$ cat config.mk
export PLATFORM = sky130hd
export DESIGN_NAME = branch_resolve
export DESIGN_NICKNAME = d
export VERILOG_FILES = /design/src/rtl/branch_resolve.sv
export SDC_FILE = /design/constraint.sdc
export NUM_CORES = 1
export LEC_CHECK = 0
export CORE_UTILIZATION = 51
export CTS_CLUSTER_DIAMETER = 60
export CTS_CLUSTER_SIZE = 16
export DETAILED_ROUTE_END_ITERATION = 6
export MAX_ROUTING_LAYER = met4
export PLACE_DENSITY_LB_ADDON = 0.3
export SLEW_MARGIN = 30
export SYNTH_ARGS = -nofsm -noshare
export SYNTH_HDL_FRONTEND = slang
export SYNTH_SLANG_ARGS = --single-unit
export TNS_END_PERCENT = 10
$ cat constraint.sdc
create_clock -name clk -period 2.85 [get_ports clk]
set_clock_uncertainty 0.05 [all_clocks]
set_input_delay 0.57 -clock clk [delete_from_list [all_inputs] [get_ports clk]]
set_output_delay 0.57 -clock clk [all_outputs]
set_load 0.1 [all_outputs]
$ cat src/rtl/branch_resolve.sv
// EX-side branch resolution for the gshare front end: carries prediction metadata
// through ID/EX, trains the predictor, detects mispredicts and drives the fetch redirect.
module branch_resolve #(
    parameter int IDX_W = 8,
    parameter int XLEN  = 32
) (
    input  logic             clk,
    input  logic             rst,
    input  logic             if_valid,
    input  logic [XLEN-1:0]  pc_if,
    input  logic             pred_taken_if,
    input  logic [IDX_W-1:0] pht_idx_if,
    input  logic [XLEN-1:0]  pred_target_if,
    input  logic             id_is_cond_br,
    input  logic             pipe_stall,
    input  logic             ex_actual_taken_i,
    input  logic [XLEN-1:0]  ex_br_target,
    output logic             ex_update_en,
    output logic             ex_actual_taken,
    output logic [IDX_W-1:0] pht_idx_ex,
    output logic             flush,
    output logic             stall_req,
    output logic             redirect_valid,
    output logic [XLEN-1:0]  redirect_pc,
    input  logic             redirect_ready,
    output logic [31:0]      br_count,
    output logic [31:0]      mispred_count
);

    typedef enum logic {
        S_IDLE     = 1'b0,
        S_REDIRECT = 1'b1
    } state_t;

    typedef struct packed {
        logic             v;
        logic [XLEN-1:0]  pc;
        logic             ptaken;
        logic [IDX_W-1:0] idx;
        logic [XLEN-1:0]  ptgt;
    } slot_t;

    state_t           state_q, state_d;
    slot_t            id_q, id_d;
    slot_t            ex_q, ex_d;
    logic             ex_is_br_q, ex_is_br_d;
    logic [XLEN-1:0]  redirect_pc_q, redirect_pc_d;
    logic [31:0]      br_count_q, br_count_d;
    logic [31:0]      mispred_count_q, mispred_count_d;

    logic             adv;
    logic             res;
    logic             mis;
    logic [XLEN-1:0]  cpc;

    always_comb begin
        stall_req = (state_q == S_REDIRECT);
        adv       = !pipe_stall && !stall_req;
        // Only resolve once the core is moving, so a stalled branch is counted once.
        res       = ex_q.v && ex_is_br_q && !pipe_stall && (state_q == S_IDLE);
        cpc       = ex_actual_taken_i ? ex_br_target : ex_q.pc + XLEN'(4);
        mis       = res && ((ex_q.ptaken != ex_actual_taken_i) ||
                            (ex_actual_taken_i && (ex_q.ptgt != ex_br_target)));
    end

    assign ex_update_en    = res;
    assign ex_actual_taken = ex_actual_taken_i;
    assign pht_idx_ex      = ex_q.idx;
    assign flush           = mis;
    assign redirect_valid  = (state_q == S_REDIRECT);
    assign redirect_pc     = redirect_pc_q;
    assign br_count        = br_count_q;
    assign mispred_count   = mispred_count_q;

    // Pipeline slots
    always_comb begin
        id_d       = id_q;
        ex_d       = ex_q;
        ex_is_br_d = ex_is_br_q;
        if (adv) begin
            ex_d       = id_q;
            ex_is_br_d = id_is_cond_br;
            id_d.v      = if_valid;
            id_d.pc     = pc_if;
            id_d.ptaken = pred_taken_if;
            id_d.idx    = pht_idx_if;
            id_d.ptgt   = pred_target_if;
        end
        if (mis) begin
            id_d.v = 1'b0;
            ex_d.v = 1'b0;
        end
    end

    // Redirect FSM
    always_comb begin
        state_d       = state_q;
        redirect_pc_d = redirect_pc_q;
        unique case (state_q)
            S_IDLE: begin
                if (mis) begin
                    state_d       = S_REDIRECT;
                    redirect_pc_d = cpc;
                end
            end
            S_REDIRECT: begin
                if (redirect_ready) state_d = S_IDLE;
            end
            default: state_d = S_IDLE;
        endcase
    end

    // Saturating event counters
    always_comb begin
        br_count_d      = br_count_q;
        mispred_count_d = mispred_count_q;
        if (res && (br_count_q != 32'hFFFF_FFFF))      br_count_d      = br_count_q + 32'd1;
        if (mis && (mispred_count_q != 32'hFFFF_FFFF)) mispred_count_d = mispred_count_q + 32'd1;
    end

    always_ff @(posedge clk) begin
        if (!rst) begin
            state_q         <= S_IDLE;
            id_q            <= '0;
            ex_q            <= '0;
            ex_is_br_q      <= 1'b0;
            redirect_pc_q   <= '0;
            br_count_q      <= '0;
            mispred_count_q <= '0;
        end else begin
            state_q         <= state_d;
            id_q            <= id_d;
            ex_q            <= ex_d;
            ex_is_br_q      <= ex_is_br_d;
            redirect_pc_q   <= redirect_pc_d;
            br_count_q      <= br_count_d;
            mispred_count_q <= mispred_count_d;
        end
    end

endmodule

# Word level (Yosys, flattened, before mapping)

Index checks and enable logic that the tools add are counted.

Flip-flop bits (word level): 246
Bits in latches: 0
Memory bits (writable): 0
ROM bits: 0
Input port bits: 112
Output and inout bits: 109
Word-level logic and storage cells: 41
Memories: 0

$add $sub $neg: 3
$mul: 0
Divide/modulo/power cells: 0
Magnitude comparators: 0
Equality and inequality tests: 4
Shift operators: 0
Muxes and demuxes: 4
Bitwise operators: 2
Reductions and logical operators: 13

Operators by type and width:

| kind                                           | count |
|---|---|
| adder 32 x 1 -> 32 bit (second input constant) | 2 |
| inequality test 32 bit (second input constant) | 2 |
| adder 32 x 3 -> 32 bit (second input constant) | 1 |
| 2-to-1 mux 32 bit                              | 1 |
| inequality test 32 bit                         | 1 |
| logical AND 1 bit                              | 8 |
| logical NOT 1 bit                              | 2 |
| 2-to-1 mux 1 bit                               | 2 |
| NOT 1 bit                                      | 2 |
| one-hot mux 1 bit (2 select lines)             | 1 |
| AND reduction 2 bit                            | 1 |
| OR reduction 2 bit                             | 1 |
| logical OR 1 bit                               | 1 |
| inequality test 1 bit                          | 1 |

# Longest topological paths before layout

Depth after elaboration: 6
Mapped depth: 10
Depth with buffers taken out: 8

# Least setup slack after synthesis

No wires, ideal clock.

Path kind: flip-flop to output port
Start point: register state_q (netlist: redirect_valid)
End point: output port flush
Arrival: 2571 ps
Required time: 2230 ps
Slack: -341 ps
Stages on the path, launching flop included: 9
Path buffers: 2
Cell sequence: dfxtp_1 nor2_4 nand3_2 inv_2 o21ai_1 or2_1 buf_4 inv_2 buf_2

Word-level cells in the longest chain between the ends: 3

Ends and longest elaborated chain:

| what                     | line | text |
|---|---|---|
| start: declaration       | 43   | `state_t state_q, state_d;` |
| start signal: assignment | 131  | `state_q <= state_d;` |
| NOT 1 bit                | --   |  |
| logical AND 1 bit        | 60   | `res = ex_q.v && ex_is_br_q && !pipe_stall && (state_q == S_IDLE);` |
| net ex_update_en         | 18   | `output logic ex_update_en,` |
| logical AND 1 bit        | 62   | `mis = res && ((ex_q.ptaken != ex_actual_taken_i) \|\|` |
| end: declaration         | 21   | `output logic flush,` |

The timed path passes the listed nets, and every way through them passes these cells.

# Final worst setup path

Start point: input port ex_br_target[17]
End point: output port flush

Word-level cells in the longest chain between the ends: 4

Ends and longest elaborated chain:

| what                   | line | text |
|---|---|---|
| start: declaration     | 17   | `input logic [XLEN-1:0] ex_br_target,` |
| inequality test 32 bit | 63   | `(ex_actual_taken_i && (ex_q.ptgt != ex_br_target)));` |
| logical AND 1 bit      | 63   |  |
| logical OR 1 bit       | 62   |  |
| logical AND 1 bit      | 62   |  |

No other way between the ends.

==> results.json <==
{
  "status": "finished with violations",
  "violations": "negative setup slack",
  "holdBufCountCts": 0,
  "p_seq_frac": 0.518,
  "whs_path_depth": 2,
  "antenna_found_initial": 1,
  "wl_mm": 28.6,
  "ff_latch_area_sq_um": 4930,
  "yosysWarnings": 0,
  "overflow": 0,
  "grt_pass1_wl_mm": 45.6,
  "n_fill_cell": 1774,
  "switchingPower_mw": 1.67,
  "rsz0062_at_grt": "yes",
  "combPwrFrac": 0.084,
  "synthTopCellsByArea": "dfxtp_1 (46%), nand2_1 (14%), a21oi_1 (9.2%)",
  "synthCells": 1354,
  "r2r_setup_slack_ns": 0.39,
  "worst_slew_pin_slew_ns": 0.759,
  "dieArea_sq_um": 21400,
  "place_area_sq_um": 12900,
  "clock_latency_ns": 0.51,
  "finalCritPeriodShare": 1.03,
  "drtAntennaViolNets": 0,
  "total_power_mw": 6.92,
  "area_growth_syn_to_layout_pct": 27.7,
  "maxSlewViolCount": 0,
  "tritoncts": "yes",
  "synth_nets": 1469,
  "htree_levels": 1,
  "yosysUniqueCellTypes": 49,
  "async_flop_share": 0,
  "path_class": "input port to primary output",
  "cts_sinks": 246,
  "p_leak_nw": 5.21,
  "hold_viol_final": 0,
  "hold_path_class": "register to register",
  "r2r_start": "ex_q[30]",
  "final_cell_mix": "nand2_1 (387), dfxtp_1 (242), a21oi_1 (194)",
  "final_core_util": 0.667,
  "final_common_cell": "nand2_1",
  "final_nets": 1664,
  "min_delay_worst_endpoint": "pht_idx_ex[4]",
  "wire_per_inst_microns": 15.7,
  "r2r_cells": 12,
  "reg2reg_to": "mispred_count[5]",
  "seq_area_frac_synth": 0.464,
  "first_pass_iters": 5,
  "power_density_nw_per_um2": 511,
  "drive_above_1_share": 0.134,
  "yosysTopAreaCellShare": 0.464,
  "clkPwrFrac": 0.398,
  "relSlewSlack": 0.494,
  "synth_top_cell_by_area": "dfxtp_1",
  "vdd.ir_drop.worst_v": 0.000378,
  "dp_hpwl_mm": 19.9,
  "drt_iter0_drc": 538,
  "core_area_sq_um": 20300,
  "drcViolationCount": 0,
  "clock_path_buffers": 3,
  "arrival_ns": 2.33,
  "grt_start_max_net_pins": 76,
  "cp_max_fo": 2,
  "tns_ns": -0.0975,
  "grtUsageTotal": 0.270,
  "post_synth.cell_area_avg_sq_um": 7.83,
  "gp_congestion": 0.896,
  "clk_pin_slew_ns": 0.07,
  "max_freq_mhz": 339,
  "timing.final.ws_setup_ns": -0.0975,
  "syn_area_sq_um": 10600,
  "whs_ns": 0.383,
  "num_vias": 9896,
  "die_w_microns": 146,
  "avgViaCountPerCell": 5.42,
  "start_util": 0.522,
  "root_buffer": "clkbuf_16",
  "synth_top_flop_cell": "dfxtp_1",
  "cp-start-kind": "input port",
  "io_buffers": 220,
  "p_sw_frac": 0.241,
  "first_global_vias": 9051,
  "yosys_register_bits": 246,
  "worstSetupEndpointType": "primary output",
  "cp.required_ns": 2.23,
  "die_h_microns": 146,
  "cap_viol_max_count": 0,
  "min_period_ns": 2.95,
  "finalSetupViolations": 1,
  "pin_count": 221,
  "synth-edff-count": 0,
  "core.rowCount": 52,
  "multi_input_comb_area_sq_um": 5270,
  "hp-start": "id_q[36]",
  "fin_area_sq_um": 13500,
  "cts_made_buffers": 21,
  "cell_internal_pwr_mw": 5.26
}
-- sequential cells by signal (all words and copies together), names as in the netlist --
| register | flops |
|---|---|
| id_q | 74 |
| mispred_count | 32 |
| ex_is_br_q | 1 |
| redirect_valid | 1 |
| br_count | 32 |
| ex_q | 66 |
| redirect_pc | 32 |
| pht_idx_ex | 8 |
-- critical path, cell delays in order --
cell	delay, ns
clkdlybuf4s50_1	0.48
xor2_1	0.19
nor4_1	0.26
nand2_1	0.10
nor4_2	0.28
or2_1	0.20
inv_2	0.09
buf_12	0.17
-- worst max path at each step --
| stage | cells after the start | end | startpoint | slack, ns |
|---|---|---|---|---|
| floorplan | 9 | mispred_count[7] | mispred_count[6] | -0.03 |
| global placement | 10 | flush | ex_br_target[30] | -0.34 |
| detailed placement | 10 | flush | ex_br_target[30] | -0.28 |
| CTS | 8 | flush | ex_q[23] | -0.08 |
| global route | 8 | flush | ex_br_target[22] | -0.16 |
| finish | 8 | flush | ex_br_target[17] | -0.1 |
-- kinds of logic (layout without fill, tap and decap cells) --
kind of cell               Yosys count  count (layout)  share of synthesized area
xor gates and xnor gates            91              91                     0.0752
DFF                                246             246                      0.464
AOI/OAI and AO/OA                  274             274                      0.134
buffers and inverters              102             304                     0.0417
and+or+nand+nor                    628             628                      0.272
muxes                               10              10                    0.00944
adders and majority gates            3               3                    0.00354
other                                0               1                          0
-- power groups by stage --
stage	sequential (mW)	clock, mW	combinational (mW)
finish	3.59	2.75	0.583
detailed placement	3.67	0	0.587
CTS	3.59	2.81	0.583
global route	3.60	2.96	0.634
floorplan	3.65	0	0.301
global placement	3.66	0	0.584
-- cell type report --
type | count | share of cell area
antenna | 1 | 0.000185
clock buffer | 24 | 0.0404
multi-input combinational | 1006 | 0.389
tap | 270 | 0.0250
timing repair buffer | 263 | 0.172
inverter | 11 | 0.00342
clock inverter | 6 | 0.00619
sequential | 246 | 0.364
-- metal layers --
layer / vias to the layer above / part of all wire / GRT usage
li1: 4929 / - / -
met1: 4569 / 0.45 / 0.356
met2: 336 / 0.46 / 0.422
met3: 62 / 0.066 / 0.0381
met4: 0 / 0.030 / 0.0979
met5: - / 0 / -
-- timing repair --
| item | 4_1_cts | 5_1_grt |
|---|---|---|
| gates resized for setup | 26 | 3 |
| pin swaps | 9 | 4 |
| endpoints found under the setup margin | 1 | 1 |
| buffers inserted | 0 | 1 |
-- synth_stat cells (all sizes together) (15+ instances only) --
| cell | n |
|---|---|
| nor4 | 20 |
| nand2 | 387 |
| dfxtp | 246 |
| and3 | 15 |
| buf | 25 |
| a21oi | 194 |
| nor2 | 58 |
| nand4 | 29 |
| o21ai | 64 |
| or3 | 22 |
| nand3 | 53 |
| xnor2 | 28 |
| clkbuf | 66 |
| xor2 | 63 |
-- per-stage QoR --
stage,worst slack (ns),std cells
after floorplan,-0.0313,1354
after global placement,-0.341,1795
after detailed placement,-0.285,1795
after CTS,-0.0844,1825
after global routing,-0.161,1827
final,-0.0975,1827
Note: power is estimated with default switching activity, not from simulation.
